### config.mk
export PLATFORM = sky130hd
export DESIGN_NAME = som_image_fetch
export DESIGN_NICKNAME = d
export VERILOG_FILES = /design/src/rtl/som_image_fetch.sv
export SDC_FILE = /design/constraint.sdc
export NUM_CORES = 1
export LEC_CHECK = 0
export ABC_CLOCK_PERIOD_IN_PS = 2900
export BUFFER_PORTS_ARGS = -buffer_cell sky130_fd_sc_hd__buf_2
export CELL_PAD_IN_SITES_DETAIL_PLACEMENT = 0
export CELL_PAD_IN_SITES_GLOBAL_PLACEMENT = 1
export CORE_MARGIN = 4
export CORE_UTILIZATION = 30
export DETAILED_ROUTE_END_ITERATION = 7
export GPL_TIMING_DRIVEN = 1
export PLACE_DENSITY = 0.52
export REMOVE_ABC_BUFFERS = 1
export SLEW_MARGIN = 10
export SYNTH_ARGS = -nofsm -noshare
export SYNTH_HDL_FRONTEND = slang
export SYNTH_SLANG_ARGS = --single-unit
### constraint.sdc
create_clock -name CK -period 2.9 [get_ports CK]
set_clock_uncertainty 0.1 [all_clocks]
set_input_delay 0.29 -clock CK [delete_from_list [all_inputs] [get_ports CK]]
set_output_delay 0.29 -clock CK [all_outputs]
set_load 0.05 [all_outputs]
### src/rtl/som_image_fetch.sv
// Streams one stored 64x64 RGB image out of the shared image RAM to the SOM engine.
// A small credit-limited FIFO hides the 1-cycle RAM read latency and downstream stalls.
module som_image_fetch #(
  parameter int DEPTH   = 4,
  parameter int NUM_IMG = 15
) (
  input  logic        CK,
  input  logic        reset,
  input  logic        start,
  input  logic [3:0]  img_idx,
  input  logic        abort,
  output logic [17:0] A,
  output logic        OE,
  output logic        WE,
  input  logic [23:0] Q,
  output logic        pix_valid,
  input  logic        pix_ready,
  output logic [23:0] pix_data,
  output logic [11:0] pix_idx,
  output logic        pix_last,
  output logic        busy,
  output logic        done,
  output logic        err
);
  localparam int          AW        = $clog2(DEPTH);
  localparam int          CW        = AW + 1;
  localparam logic [CW:0] DEPTH_C   = (CW+1)'(DEPTH);
  localparam logic [4:0]  NUM_IMG_C = 5'(NUM_IMG);
  localparam logic [11:0] LAST_PIX  = 12'hFFF;

  typedef enum logic [1:0] {S_IDLE, S_FETCH, S_DRAIN, S_FIN} state_t;

  state_t         state_q, state_d;
  logic [3:0]     img_q, img_d;
  logic [11:0]    rd_ptr_q, rd_ptr_d;
  logic [17:0]    a_q, a_d;
  logic           pending_q, pending_d;
  logic [11:0]    pend_idx_q, pend_idx_d;
  logic           err_q, err_d;
  logic [AW-1:0]  wp_q, wp_d, hp_q, hp_d;
  logic [CW-1:0]  cnt_q, cnt_d;
  logic [23:0]    fifo_data_q [DEPTH];
  logic [11:0]    fifo_idx_q  [DEPTH];

  logic           flush, push, pop, bad_idx;
  logic [CW:0]    inflight;
  logic [23:0]    head_data;
  logic [11:0]    head_idx;

  assign flush     = abort && (state_q != S_IDLE);
  assign push      = pending_q && !flush;
  assign pix_valid = (cnt_q != '0);
  assign pop       = pix_valid && pix_ready;
  assign bad_idx   = ({1'b0, img_idx} >= NUM_IMG_C);
  // Outstanding work = buffered pixels plus the read still in flight.
  assign inflight  = {1'b0, cnt_q} + {{CW{1'b0}}, pending_q};
  assign head_data = fifo_data_q[hp_q];
  assign head_idx  = fifo_idx_q[hp_q];

  always_comb begin
    state_d    = state_q;
    img_d      = img_q;
    rd_ptr_d   = rd_ptr_q;
    a_d        = a_q;
    pending_d  = 1'b0;
    pend_idx_d = pend_idx_q;
    err_d      = 1'b0;
    unique case (state_q)
      S_IDLE: begin
        if (start && !abort) begin
          if (bad_idx) begin
            err_d = 1'b1;
          end else begin
            img_d      = img_idx;
            a_d        = {2'b00, img_idx, 12'd0};
            pending_d  = 1'b1;
            pend_idx_d = 12'd0;
            rd_ptr_d   = 12'd1;
            state_d    = S_FETCH;
          end
        end
      end
      S_FETCH: begin
        if (inflight < DEPTH_C) begin
          a_d        = {2'b00, img_q, rd_ptr_q};
          pending_d  = 1'b1;
          pend_idx_d = rd_ptr_q;
          rd_ptr_d   = rd_ptr_q + 12'd1;
          if (rd_ptr_q == LAST_PIX) state_d = S_DRAIN;
        end
      end
      S_DRAIN: begin
        // Leave as soon as the final pixel is handed over on this edge.
        if (!pending_q && ((cnt_q == '0) || ((cnt_q == CW'(1)) && pop))) state_d = S_FIN;
      end
      S_FIN: state_d = S_IDLE;
      default: state_d = S_IDLE;
    endcase
    if (flush) begin
      state_d   = S_IDLE;
      pending_d = 1'b0;
      a_d       = a_q;
    end
  end

  always_comb begin
    cnt_d = cnt_q;
    wp_d  = wp_q;
    hp_d  = hp_q;
    if (flush) begin
      cnt_d = '0;
      wp_d  = '0;
      hp_d  = '0;
    end else begin
      cnt_d = cnt_q + CW'(push) - CW'(pop);
      if (push) wp_d = wp_q + AW'(1);
      if (pop)  hp_d = hp_q + AW'(1);
    end
  end

  always_ff @(posedge CK) begin
    if (reset) begin
      state_q    <= S_IDLE;
      img_q      <= '0;
      rd_ptr_q   <= '0;
      a_q        <= '0;
      pending_q  <= 1'b0;
      pend_idx_q <= '0;
      err_q      <= 1'b0;
      wp_q       <= '0;
      hp_q       <= '0;
      cnt_q      <= '0;
    end else begin
      state_q    <= state_d;
      img_q      <= img_d;
      rd_ptr_q   <= rd_ptr_d;
      a_q        <= a_d;
      pending_q  <= pending_d;
      pend_idx_q <= pend_idx_d;
      err_q      <= err_d;
      wp_q       <= wp_d;
      hp_q       <= hp_d;
      cnt_q      <= cnt_d;
    end
  end

  // Return stage: RAM data for the in-flight read lands in the FIFO.
  always_ff @(posedge CK) begin
    if (push) begin
      fifo_data_q[wp_q] <= Q;
      fifo_idx_q[wp_q]  <= pend_idx_q;
    end
  end

  assign A        = a_q;
  assign OE       = (state_q == S_FETCH) || (state_q == S_DRAIN);
  assign WE       = 1'b0;
  assign pix_data = pix_valid ? head_data : '0;
  assign pix_idx  = pix_valid ? head_idx : '0;
  assign pix_last = pix_valid && (head_idx == LAST_PIX);
  assign busy     = (state_q != S_IDLE);
  assign done     = (state_q == S_FIN);
  assign err      = err_q;

endmodule
Word level (Yosys, flattened, before mapping)
Memories as Yosys holds them, arrays and structs flattened. A register that Yosys moved wholly into a read port is not among the register bits.
Cells that the tools add are included.
{ "word_totals": {"latch_bits": 0, "mem_bits_ro": 0, "n_memories": 2, "ff_bits": 57, "ramBits": 144} }
{ "mem_list": {"columns": ["memory", "depth", "width", "rd", "rd_clocked_by_memory_dff", "wr", "line_no", "source"], "rows": [
  ["fifo_data_q", 4, 24, 1, 1, 1, "42", "logic [23:0] fifo_data_q [DEPTH];"],
  ["fifo_idx_q", 4, 12, 1, 1, 1, "43", "logic [11:0] fifo_idx_q [DEPTH];"]
]} }
{ "op_classes": {"muxes": 31, "add_sub_neg": 6, "n_bitwise": 4, "order_cmp": 2, "shifts": 0, "n_eq_ne": 11, "reduce_logical": 23, "multipliers": 0, "n_div": 0} }
{ "ops": {"columns": ["op", "count"], "rows": [
  ["2-to-1 mux 12 bit", 7],
  ["2-to-1 mux 18 bit", 3],
  ["case mux 12 bit (2 select lines)", 2],
  ["case mux 18 bit (2 select lines)", 1],
  ["== test 12 bit, second input constant", 2],
  ["2-to-1 mux 24 bit", 1],
  ["2-to-1 mux 2 bit", 9],
  ["adder 12 x 1 -> 12 bit, second input constant", 1],
  ["!= test 2 bit, second input constant", 5],
  ["AND reduction 5 bit", 2],
  ["case mux 2 bit (4 select lines)", 1],
  ["logical AND 1 bit", 7],
  ["2-to-1 mux 1 bit", 6],
  ["adder 2 x 1 -> 2 bit, second input constant", 2],
  ["adder 3 x 1 -> 4 bit", 1],
  ["== test 2 bit, second input constant", 2],
  ["greater-or-equal comparator 4 bit, second input constant", 1],
  ["less-than comparator 4 x 3 -> 1 bit, second input constant", 1],
  ["NOT 1 bit", 4],
  ["AND reduction 4 bit", 1],
  ["nonzero test 2 bit", 2],
  ["adder 3 x 1 -> 3 bit", 1],
  ["== test 3 x 1 -> 1 bit, second input constant", 1],
  ["logical NOT 1 bit", 3],
  ["other kinds (10)", 11]
]} }

Logic depth before layout (Yosys ltp)
{ "depth": {"ltp_word": 7, "depth_mapped": 12, "mapped_depth_nobuf": 12} }

Worst setup path before layout
Ideal clock, no wire load.
{ "synth_path": {"path_kind": "register to register", "startpoint": "register state_q[0]", "endpoint": "memory fifo_data_q[0][0], enable pin", "path_slack_ns": 0.360, "arrival_ns": 2.043, "stages_incl_launch_ff": 6, "path_buffers": 0, "path_cell_list": "dfxtp_1 inv_1 ha_1 inv_1 nand2_1 and3_1"} }
{ "synth_between": {"elab_chain_cells": 6} }
{ "synth_lines": {"columns": ["item", "line_no", "source"], "rows": [
  ["start, declared", "33", "state_t state_q, state_d;"],
  ["start signal, assigned", "134", "state_q <= state_d;"],
  ["nonzero test 2 bit", null, null],
  ["net busy", "21", "output logic busy,"],
  ["logical AND 1 bit", "50", "assign flush = abort && (state_q != S_IDLE);"],
  ["logical NOT 1 bit", "51", "assign push = pending_q && !flush;"],
  ["logical AND 1 bit", "51", null],
  ["2-to-1 mux 1 bit", "149", "if (push) begin"],
  ["2-to-1 mux 1 bit (not written as such)", "150", "fifo_data_q[wp_q] <= Q;"],
  ["end, declared", "42", null]
]} }
The timed path passes the listed nets, and every way through them passes these cells.

==> impl_metrics.tcl <==
set metrics [dict create \
    status "finished, final reports clean" \
    internal-power_mw 6.075 \
    crit_required_ns 2.51 \
    syn_area_per_cell_um2 15.07 \
    netlist_area_mm2 0.008167 \
    htreeDepth 1 \
    drive_above_1_share_pct 28.63 \
    clockBufferDepth 3 \
    final.hold.worst_slack_ns 0.02536 \
    synthDistinctLibCells 47 \
    cp_max_fo 11 \
    crit_type "reg2out" \
    maxSlewHeadroom_pct 64.08 \
    diodes 0 \
    period_share_pct 93.41 \
    ys_seq_elements 201 \
    grt_pass1_wl_mm 29.95 \
    io_pins 94 \
    yosysMostFrequentCell "edfxtp_1" \
    total_power_mw 9.401 \
    wl_per_cell_um 17.72 \
    fp.coreArea_mm2 0.02688 \
    ys_seq_area_share_pct 66.92 \
    gp_congestion 0.7612 \
    drc 0 \
    fin_util_pct 37.71 \
    routed_via_density 4.831 \
    yosys_warnings 0 \
    p_seq_share_pct 36.4 \
    cp.arrival_ns 2.32 \
    cts-root-buf "clkbuf_16" \
    slowest_stage "mux4_2" \
    port_buffers 90 \
    synthArstFlopShare_pct 0 \
    synth_largest_area_cell "edfxtp_1" \
    hold_violations 0 \
    path_clk_slew_ns 0.06 \
    synth_edf_count 144 \
    grt_antenna_before_repair 0 \
    post_cts_buffers 0 \
    nets 717 \
    cap_violations 0 \
    grt_pass1_vias 5398 \
    syn-instance-count 542 \
    ant_nets 0 \
    die_w_um 173.0 \
    switchingPower_mw 3.326 \
    fin_crit_ns 2.709 \
    yosysTopAreaCellShare_pct 52.95 \
    std_cell_rows 60 \
    path_cells "buf_4 -> mux4_2 -> nand4_1 -> nor2_1 -> and3_1 -> buf_2" \
    critical-path-max-stage-delay_ns 0.52 \
    vias 4971 \
    cts_sinks 201 \
    critPathTopFamily "multiplexers" \
    max_freq_mhz 369.2 \
    rsz0062_at_grt "false" \
    hold_path.class "in2reg" \
    cts_tree "built" \
    clk_latency_ns 0.52 \
    ys_top_cells_by_count "144 x edfxtp_1, 57 x dfxtp_1, 40 x and2_1" \
    p_leak_nw 3.625 \
    synth.area.top_cells "edfxtp_1 53%, dfxtp_1 14%, mux4_2 9.9%, and2_1 3.1%, a21oi_1 2.4%" \
    drt-initial-drc-count 221 \
    finalSetupViolations 0 \
    swShare_pct 35.38 \
    crit_path_start_kind "flip-flop" \
    die-area_mm2 0.02993 \
    first_pass_iters 5 \
    crit_buf_inv 2 \
    start_util_pct 30.39 \
    slew_viol_final 0 \
    die_height_um 173.0 \
    powerDensity_mw_per_mm2 927.5 \
    track_usage_pct 12.19 \
    grt_max_degree 46 \
    combPwrFrac_pct 31.9 \
    globalRouteOverflowTotal 0 \
    fillers 2538 \
    end_kind "output port" \
    area_growth_pct 24.12 \
    clkPwrFrac_pct 31.7 \
    cts_made_buffers 23 \
    dpl.hpwl_mm 11.86 \
    routed_wl_mm 18.24 \
    worst_pin_slew_ns 0.5388 \
    ir_worst_vdd_mv 0.3704 \
    synthFlopType "edfxtp_1" \
]
registers in the layout, indices dropped and copies added (netlist names), named ones only:
| signal | count |
|---|---|
| fifo_data_q | 96 |
| fifo_idx_q | 48 |
| A | 16 |
| pend_idx_q | 12 |
| rd_ptr_q | 12 |
| img_q | 4 |
| cnt_q | 3 |
| hp_q | 2 |
| state_q | 2 |
| wp_q | 2 |
| err | 1 |
| pending_q | 1 |
cells in the final DEF, fill, tap and decap left out, types with 6 or more instances in the layout:
cell type      count
dlygate4sd3_1     28
clkinv_2           7
o21ai_0           27
buf_2             90
edfxtp_1         144
inv_1              9
o31ai_1            8
nand3_1            6
or4_1              8
buf_4             21
nand4_1           29
mux2i_1           10
a21oi_1           39
dfxtp_1           55
clkbuf_16         23
and2_1            40
mux4_2            36
nor2_1            18
ha_1              12
nand2_1           10
worst reg2reg max path, stage by stage (launching register included):
cell and delay, ns:
dfxtp_1 0.34, inv_1 0.09, ha_1 0.38, buf_4 0.40, o2111a_4 0.56, nor2_1 0.19, a211oi_1 0.25
final timing paths:
kind / start / end / slack, ns / cells past startpoint
worst max-delay path: flip-flop / pix_last / 0.19 / 6
worst max register to register: state_q[1] / A[15] / 0.49 / 6
worst min-delay path: reset / img_q[1] / 0.03 / 2
worst min register to register: A[10] / A[10] / 0.38 / 2
final cells by class:
class | count | area (um^2) | area share (%)
clock inverters | 16 | 203.9 | 2.012
multi-input cells | 296 | 2504 | 24.70
clock buffers | 26 | 586.8 | 5.789
inverters | 9 | 33.78 | 0.3333
well taps | 341 | 426.7 | 4.209
repair buffers | 140 | 908.4 | 8.962
flip-flops and latches | 201 | 5473 | 53.99
power groups by stage:
stage / Sequential [mW] / Clock (mW) / Combinational [mW]
after global placement: 3.47 / 0 / 3.01
after global routing: 3.45 / 3.21 / 3.24
after floorplan: 3.55 / 0 / 2.09
after CTS: 3.42 / 3.08 / 3.07
after detailed placement: 3.48 / 0 / 3.03
final: 3.42 / 2.98 / 3.00
cell families (layout without fill, tap and decap cells):
kind of cell,after synthesis,after routing,synth area share (%)
adder cells (fa/ha/maj),13,13,2.084
XOR/XNOR,4,4,0.4291
other,1,3,0.04592
flip-flops,201,201,66.92
AND/OR/NAND/NOR,139,139,10.10
buffers and inverters,47,191,2.651
AO/OA/AOI/OAI,91,91,6.619
multiplexers,46,46,11.15
per-stage QoR:
| step | TNS (ns) | std cells | setup WS, ns | cell area [um^2] |
|---|---|---|---|---|
| finish | 0 | 1029 | 0.1911 | 10140 |
| global route | 0 | 1029 | 0.03083 | 10140 |
| CTS | 0 | 1029 | 0.01716 | 10130 |
| detailed placement | 0 | 959 | 0.4671 | 9060 |
| global placement | 0 | 959 | 0.5697 | 9060 |
| floorplan | -3.074 | 506 | -0.5265 | 7991 |
routing by layer:
metal  up-vias  global-route usage [%]  share of wire [%]
li1       2370                       -                  -
met1      2466                   15.96                 46
met2       106                   20.82                 48
met3        29                   2.908                4.6
met4         0                   2.527                1.9
met5         -                       0                  0
timing repair:
| item | CTS | global route |
|---|---|---|
| hold endpoints to repair | 100 | 0 |
| resized for setup | 0 | 2 |
| hold buffers | 28 | 0 |
| setup endpoints to repair | 0 | 1 |
Note: power is estimated with default switching activity, not from simulation.
